===== src/rtl/tile_pkg.sv =====
// Shared tile-map geometry and tile code constants for the mover/tile-map path.
package tile_pkg;
  localparam int MAP_W   = 48;
  localparam int MAP_H   = 27;
  localparam int TILE_PX = 40;
  localparam int SCR_W   = 1920;
  localparam int SCR_H   = 1080;

  localparam int ADDR_W  = 11;
  localparam int CODE_W  = 4;
  localparam int COORD_W = 12;

  localparam logic [CODE_W-1:0] TILE_BG   = 4'd0;
  localparam logic [CODE_W-1:0] TILE_WALL = 4'd1;
  localparam logic [CODE_W-1:0] TILE_COIN = 4'd2;
endpackage


===== src/rtl/rr_arbiter.sv =====
// N-way round-robin arbiter: one-hot grant, search starts at ptr, ptr moves past the winner.
module rr_arbiter #(
  parameter int N  = 5,
  parameter int IW = 3
) (
  input  logic          clk_pix,
  input  logic          rstn,
  input  logic          clear,
  input  logic [N-1:0]  req,
  output logic [N-1:0]  grant,
  output logic [IW-1:0] grant_idx,
  output logic          grant_any
);
  logic [IW-1:0] ptr;
  logic [IW-1:0] cand;
  logic          block;

  // rstn gates the grant combinationally so req_ready is 0 the moment reset asserts
  assign block = clear | ~rstn;

  always_comb begin
    grant     = '0;
    grant_idx = '0;
    grant_any = 1'b0;
    cand      = '0;
    for (int k = 0; k < N; k++) begin
      cand = IW'((int'(ptr) + k) % N);
      if (!block && !grant_any && req[cand]) begin
        grant_any   = 1'b1;
        grant_idx   = cand;
        grant[cand] = 1'b1;
      end
    end
  end

  always_ff @(posedge clk_pix or negedge rstn) begin
    if (!rstn) begin
      ptr <= '0;
    end else if (clear) begin
      ptr <= '0;
    end else if (grant_any) begin
      ptr <= (grant_idx == IW'(N - 1)) ? '0 : grant_idx + 1'b1;
    end
  end
endmodule


===== src/rtl/tile_lookup_arb.sv =====
// Shares the tile-map RAM read port among the movers: round-robin grant, pixel-to-tile
// address, fixed-latency tagged pipeline back to each requester.
module tile_lookup_arb
  import tile_pkg::*;
#(
  parameter int N_REQ = 5,
  parameter int RD_LAT = 1,
  parameter int ADDR_W = tile_pkg::ADDR_W,
  parameter int CODE_W = tile_pkg::CODE_W
) (
  input  logic                       clk_pix,
  input  logic                       rstn,
  input  logic                       clear,
  input  logic [N_REQ-1:0]           req_valid,
  input  logic [12*N_REQ-1:0]        req_x,
  input  logic [12*N_REQ-1:0]        req_y,
  output logic [N_REQ-1:0]           req_ready,
  output logic [N_REQ-1:0]           rsp_valid,
  output logic [ADDR_W*N_REQ-1:0]    rsp_addr,
  output logic [CODE_W*N_REQ-1:0]    rsp_code,
  output logic                       mem_en,
  output logic [ADDR_W-1:0]          mem_addr,
  input  logic [CODE_W-1:0]          mem_code
);
  // Handshake: a requester holds req_valid with stable x,y; the transfer is the cycle where
  // req_valid[i] & req_ready[i]. Responses are never stalled, so there is no rsp ready.
  localparam int TW = (N_REQ > 1) ? $clog2(N_REQ) : 1;

  logic [N_REQ-1:0] grant;
  logic [TW-1:0]    gidx;
  logic             gany;

  rr_arbiter #(.N(N_REQ), .IW(TW)) u_arb (
    .clk_pix   (clk_pix),
    .rstn      (rstn),
    .clear     (clear),
    .req       (req_valid),
    .grant     (grant),
    .grant_idx (gidx),
    .grant_any (gany)
  );

  assign req_ready = grant;

  logic [11:0]       sel_x, sel_y, col, row;
  logic [17:0]       lin;
  logic [ADDR_W-1:0] addr;
  logic              oob;

  always_comb begin
    sel_x = req_x[12*gidx +: 12];
    sel_y = req_y[12*gidx +: 12];
    col   = sel_x / 12'(TILE_PX);
    row   = sel_y / 12'(TILE_PX);
    lin   = 18'(row) * 18'(MAP_W) + 18'(col);
    addr  = lin[ADDR_W-1:0];
    oob   = (col >= 12'(MAP_W)) || (row >= 12'(MAP_H));
  end

  // Stage s holds the entry accepted s+1 cycles ago; the last stage meets mem_code.
  logic [RD_LAT:0]             p_valid;
  logic [RD_LAT:0][TW-1:0]     p_tag;
  logic [RD_LAT:0][ADDR_W-1:0] p_addr;
  logic [RD_LAT:0]             p_oob;
  logic                        mem_en_q;

  assign mem_en = mem_en_q & ~clear;

  always_ff @(posedge clk_pix or negedge rstn) begin
    if (!rstn) begin
      p_valid   <= '0;
      p_tag     <= '0;
      p_addr    <= '0;
      p_oob     <= '0;
      mem_en_q  <= 1'b0;
      mem_addr  <= '0;
      rsp_valid <= '0;
      rsp_addr  <= '0;
      rsp_code  <= '0;
    end else begin
      p_valid[0] <= gany & ~clear;
      p_tag[0]   <= gidx;
      p_addr[0]  <= addr;
      p_oob[0]   <= oob;
      for (int s = 1; s <= RD_LAT; s++) begin
        p_valid[s] <= p_valid[s-1] & ~clear;
        p_tag[s]   <= p_tag[s-1];
        p_addr[s]  <= p_addr[s-1];
        p_oob[s]   <= p_oob[s-1];
      end

      mem_en_q <= gany & ~oob;
      if (gany) begin
        mem_addr <= oob ? '0 : addr;
      end

      rsp_valid <= '0;
      if (p_valid[RD_LAT] && !clear) begin
        for (int i = 0; i < N_REQ; i++) begin
          if (p_tag[RD_LAT] == TW'(i)) begin
            rsp_valid[i]                  <= 1'b1;
            rsp_addr[i*ADDR_W +: ADDR_W] <= p_addr[RD_LAT];
            rsp_code[i*CODE_W +: CODE_W] <= p_oob[RD_LAT] ? TILE_WALL : mem_code;
          end
        end
      end
    end
  end
endmodule

===== config.mk =====
export PLATFORM = sky130hd
export DESIGN_NAME = tile_lookup_arb
export DESIGN_NICKNAME = d
export VERILOG_FILES = /design/src/rtl/tile_pkg.sv /design/src/rtl/rr_arbiter.sv /design/src/rtl/tile_lookup_arb.sv
export SDC_FILE = /design/constraint.sdc
export NUM_CORES = 1
export LEC_CHECK = 0
export BUFFER_PORTS_ARGS = -buffer_cell sky130_fd_sc_hd__buf_2
export CORE_UTILIZATION = 49
export DETAILED_ROUTE_END_ITERATION = 6
export PLACE_DENSITY = 0.75
export SYNTH_ARGS = -nofsm -noshare
export SYNTH_HDL_FRONTEND = slang
export SYNTH_SLANG_ARGS = --single-unit

===== constraint.sdc =====
create_clock -name clk_pix -period 9.3 [get_ports clk_pix]
set_clock_uncertainty 0.15 [all_clocks]
set_input_delay 0.465 -clock clk_pix [delete_from_list [all_inputs] [get_ports clk_pix]]
set_output_delay 0.465 -clock clk_pix [all_outputs]
set_load 0.02 [all_outputs]

; ---- Word-level counts from Yosys, hierarchy flattened
; Cells that the tools add are included.
[word_totals]
out_inout_bits = 97
ff_bits = 127
wordCells = 141
in_bits = 132
[classes]
n_lt_le_gt_ge = 12
n_shift = 2
n_mul = 2
n_div = 7
n_eq_ne = 5
bitwise = 12
n_reduce_logical = 29
muxes = 46
add_sub_neg = 6
[ops]
columns = op, count
row1 = $mod 32x4->32 const B, 4
row2 = $shiftx 60x8->12, 2
row3 = $mod 4x4->32 const B, 1
row4 = $mux 5, 6
row5 = $div 12x6->12 const B, 2
row6 = $mux 3, 8
row7 = $lt 3x4->1 const B, 5
row8 = $mux 1, 20
row9 = $or 5x5->5, 4
row10 = $bmux 1 s3, 5
row11 = $demux 1 s3, 5
row12 = $ge 3x1->1 const B, 5
row13 = $logic_and 1x1->1, 15
row14 = $ge 12x5->1 const B, 1
row15 = $ge 12x6->1 const B, 1
row16 = $mul 12x2->7 const B, 1
row17 = $add 11x11->11, 1
row18 = $mux 11, 1
row19 = $reduce_and 2->1, 5
row20 = $add 3x2->4 const B, 2
row21 = $eq 3x2->1 const B, 2
row22 = $eq 3x3->1 const B, 2
row23 = $logic_not 1->1, 6
row24 = $mul 2x3->5 const A, 1
row25 = 11 further kinds, 16

; ---- Logic depth before layout (Yosys ltp)
[depth]
word_depth = 28
mapped_depth = 45
depth_no_buf = 41

; ---- Hierarchy
; Synthesis repeated with hierarchy kept, for this count alone.
[hier_totals]
cells_unflattened = 996
hier_area_um2 = 8857.2
[modules_own_cells]
columns = module, area_each_um2, instances, cells_per_inst, seq_area_each_um2
row1 = tile_lookup_arb, 7010.5, 1, 746, 3103.0
row2 = rr_arbiter, 1846.8, 1, 250, 75.1

; ---- Least setup slack after synthesis
; No wires, ideal clock.
[synth_timing]
path_kind = register to register
startpoint = register u_arb.ptr[0]
endpoint = register mem_addr[10]
synth_period_minus_slack_ns = 9.074
setup_time_ns = 0.083
path_buffers = 2
path_stages_with_launch = 42
path_slack_ns = 0.226
required_time_ns = 9.067
arrival_time_ns = 8.841
cell_sequence = dfrtp_1 > buf_2 > inv_2 > ha_1 > inv_1 > ha_1 > inv_1 > ha_1 > or3_1 > nand2_1 > xnor2_1 > ha_1 > nand2b_1 > nand4_1 > o211a_1 > mux2_2 > mux2i_1 > a21bo_2 > (+6 left out) > or3_1 > o2111ai_1 > o2bb2ai_1 > or3b_1 > o221a_1 > a31o_2 > a211o_1 > nand3_1 > ha_1 > fa_1 > ha_1 > nor2b_1 > o21bai_1 > nor2_1 > xnor2_1 > xor2_1 > nand2_1 > o21ai_0
[synth_between]
elab_chain_cells = 27
elab_cells_between_ends = 53
cone_classes = 5 x add/sub / 2 x mul / 7 x div / 2 x order compare / 2 x shift / 21 x mux / 14 x reduce/logical
[synth_rtl]
columns = element, line_no
row1 = start: declaration, rr_arbiter.sv:14  ; logic [IW-1:0] ptr;
row2 = start signal: assignment, rr_arbiter.sv:42  ; ptr <= (grant_idx == IW'(N - 1)) ? '0 : grant_idx + 1'b1;
row3 = branches (longest 20 deep; another with $mod 32x4->32), n/a
row4 = $mux 3 (*), rr_arbiter.sv:28  ; if (!block && !grant_any && req[cand]) begin
row5 = $mul 2x3->5 (*), "tile_lookup_arb.sv:51, tile_lookup_arb.sv:52"
row6 = $shiftx 60x8->12, tile_lookup_arb.sv:52  ; sel_y = req_y[12*gidx +: 12];
row7 = $div 12x6->12, tile_lookup_arb.sv:54  ; row = sel_y / 12'(TILE_PX);
row8 = $mul 12x2->7, tile_lookup_arb.sv:55  ; lin = 18'(row) * 18'(MAP_W) + 18'(col);
row9 = $add 11x11->11 (*), tile_lookup_arb.sv:55
row10 = named net lin[10], tile_lookup_arb.sv:46  ; logic [17:0] lin;
row11 = $mux 11 (*), tile_lookup_arb.sv:94  ; mem_addr <= oob ? '0 : addr;
row12 = end signal: assignment, tile_lookup_arb.sv:94
row13 = end: declaration, tile_lookup_arb.sv:22  ; output logic [ADDR_W-1:0] mem_addr,
; Mark *: on every way through the listed nets, which the timed path passes. The select of a mux whose other input is x is not followed.
; A chain may end at the register's enable or synchronous reset.

; ---- Worst setup path in the final report
; Same ends and word-level chain as after synthesis.

==> metrics <==
Final WS setup 0.573 ns; TritonCTS clock tree done; setup violators final 0; min cycle time layout between 8 and 9 ns; class of the most critical setup path reg -> reg; max cap viols 0; yosys synthesis warning count 0; worst setup timing slack at the placement stage 0.203 ns; buffers plus inverters on the worst setup path 3; clock input transition at the sequential cells of the worst setup and hold paths 0.05 ns; data arrival at the endpoint of the critical path about 8.9 ns; total gr overflow 0; remaining antenna violation count after routing 0; vias in the first global route a little over 8000; count of flip-flops with a built-in enable after synthesis 0; layout overhead on the synthesized area 26.5%; initial detailed-routing violation count roughly 500; Worst Path Max Fanout 24; Syn Std Cell Area 8840 um^2; global-route wire length before repair 39800 um; distinct cell type count of the synthesized netlist 90; clock root buffer sky130_fd_sc_hd__clkbuf_16; last weighted congestion value of the routability-driven placer about 0.96; Final Net Count around 1500; Worst Tran Pin Value between 0.9 and 1 ns; flip-flop and latch count after synthesis around 130; count of input and output buffers 213; number of buffers created by CTS 17; number of remaining DRC errors 0; design area 11200 um^2; CTS Buffer Depth 2; Post-Syn Nets about 1200; most common cell after layout, fill and taps aside sky130_fd_sc_hd__nand2_1; leading cell types in the layout, fill and taps excluded sky130_fd_sc_hd__nand2_1, sky130_fd_sc_hd__buf_2, sky130_fd_sc_hd__dfrtp_1; post-place instance area approximately 10000 um^2; I/O pins 229; vertical die dimension 136 um; Skew-Pair Late Insertion Delay approximately 0.4 ns; Worst path max stage delay 0.57 ns; worst hold-check path type reg -> reg; htree depth 4; endpoints failing hold 0; die outline width 136 um; via density per instance slightly below 6; average cell area after synthesis 8.31 um^2; kind of end point of the critical path flip-flop; number of cells produced by synthesis 1063; Avg WL per Cell ~17 um; Die Outline Area 18600 um^2; Worst EP required 9.48 ns; combined global-route utilization of all metal layers 27.1%; cell type of the slowest stage on the worst timing path sky130_fd_sc_hd__or3_1; headroom to the max-slew limit around 39%; launching element type of the critical path flip-flop; count of vias placed by the detailed router 9015; dominant synthesized flop cell sky130_fd_sc_hd__dfrtp_1; share of synthesized flip-flops with an asynchronous set or reset 100%; area of the core roughly 17000 um^2; filler cell count approximately 1500; number of antenna violations at the first check in global routing 1; maximum clock frequency 115 MHz; number of rows in the core area 48; fraction of final layout cells sized beyond drive strength 1 29.2%; total count of max-transition violations in the final report 0; Top Family by Delay on Critical Path compound AO/OA/AOI/OAI gates; wire length after detailed routing approximately 26000 um; pin count of the biggest net entering global routing 77; Detailed Place HPWL around 19000 um; Pre-Repair DR Iteration Count 6; Tcrit/Tclk final 93.8%; run status complete, no violations; number of clock sinks ~130; initial core utilization 50.6%; proportion of synthesized chip area in sequential cells 36.0%
==> through the flow <==
step,hold slack [ns],std cells,setup TNS [ns],util (%)
after floorplan,0.0194,1063,0,-
after global placement,0.183,1496,0,59.2
after detailed placement,0.185,1496,0,59.2
after CTS,0.193,1529,0,62.7
after global routing,0.199,1542,-0.0796,63.9
final,0.192,1543,0,64.0
==> registers in the layout (all words and copies together) (netlist names) <==
name and cells:
rsp_valid 5, u_arb.ptr 3, mem_addr 11, p_tag 6
p_oob 2, rsp_addr 55, p_addr 22, mem_en_q 1
rsp_code 20, p_valid 2
==> timing repair <==
| item | in CTS | in global routing |
|---|---|---|
| resized for setup | 0 | 32 |
| buffers inserted | 0 | 13 |
| endpoints found under the setup margin | 0 | 7 |
| endpoints found under the hold margin | 51 | 0 |
| hold buffers | 1 | 0 |
==> cells by family (layout without fill, tap and decap cells) <==
group / after synthesis / in the layout / synth area share, %
AND/OR/NAND/NOR: 454 / 454 / 24.0
AO/OA/AOI/OAI: 278 / 278 / 22.2
flip-flops: 127 / 127 / 36.0
buffers and inverters: 96 / 350 / 4.49
multiplexers: 48 / 48 / 5.83
adder cells (fa/ha/maj): 35 / 35 / 5.11
XOR/XNOR: 25 / 25 / 2.48
other: 0 / 1 / 0
==> final cells by class <==
| class | count | area (um^2) | share of cell area, % |
|---|---|---|---|
| Antenna cell | 1 | 2.50 | 0.0224 |
| Tap cell | 225 | 282 | 2.52 |
| Clock inverter | 11 | 140 | 1.25 |
| Clock buffer | 21 | 450 | 4.03 |
| Multi-Input combinational cell | 840 | 5400 | 48.3 |
| Timing Repair Buffer | 275 | 1550 | 13.9 |
| Inverter | 43 | 173 | 1.54 |
| Sequential cell | 127 | 3180 | 28.4 |
==> layer usage <==
layer,GRT usage [%],vias to the layer above,wire length [um]
met3,4.85,30,1980
met5,0,-,0
met1,35.8,4219,11100
met4,8.15,0,325
li1,-,4335,-
met2,44.9,431,12100
==> synthesized netlist by cell type, drive strengths merged, types with 7 or more instances <==
library cell	n	area, um^2
a311oi	8	82.6
and2	11	68.8
nand2	231	867
a31oi	13	81.3
o211ai	9	67.6
o221ai	11	103
ha	32	400
nor2	51	201
buf	20	106
o22ai	7	43.8
xnor2	20	175
a21o	9	67.6
inv	41	154
nor4	9	56.3
and3	11	68.8
o21a	8	60.1
nor3	19	95.1
mux2i	26	260
nor2b	11	68.8
nand3	39	195
nand2b	20	125
clkbuf	33	124
o21ai	69	345
or3	11	68.8
a21oi	50	258
dfrtp	127	3180
o21bai	7	52.6
a211oi	10	95.1
a221oi	7	67.6
or2	11	68.8
o221a	7	78.8
nand4	10	62.6
o31ai	9	67.6
mux2	22	255
o2111ai	8	70.1
==> path summary, 6_finish.rpt <==
path	from	to	slack, ns	cells past startpoint
worst max-delay path	u_arb.ptr[0]	mem_addr[10]	0.57	35
worst min-delay path	p_tag[1]	p_tag[4]	0.19	0
worst max register to register	u_arb.ptr[0]	mem_addr[10]	0.57	35
worst min register to register	p_tag[1]	p_tag[4]	0.19	0
max in group asynchronous	rstn	rsp_addr[39]	7.12	3
min in group asynchronous	rstn	rsp_code[17]	0.49	2
Power is left out: the tool's default activity adds up to more than one toggle a clock period on the data nets, which glitch-free logic cannot reach.
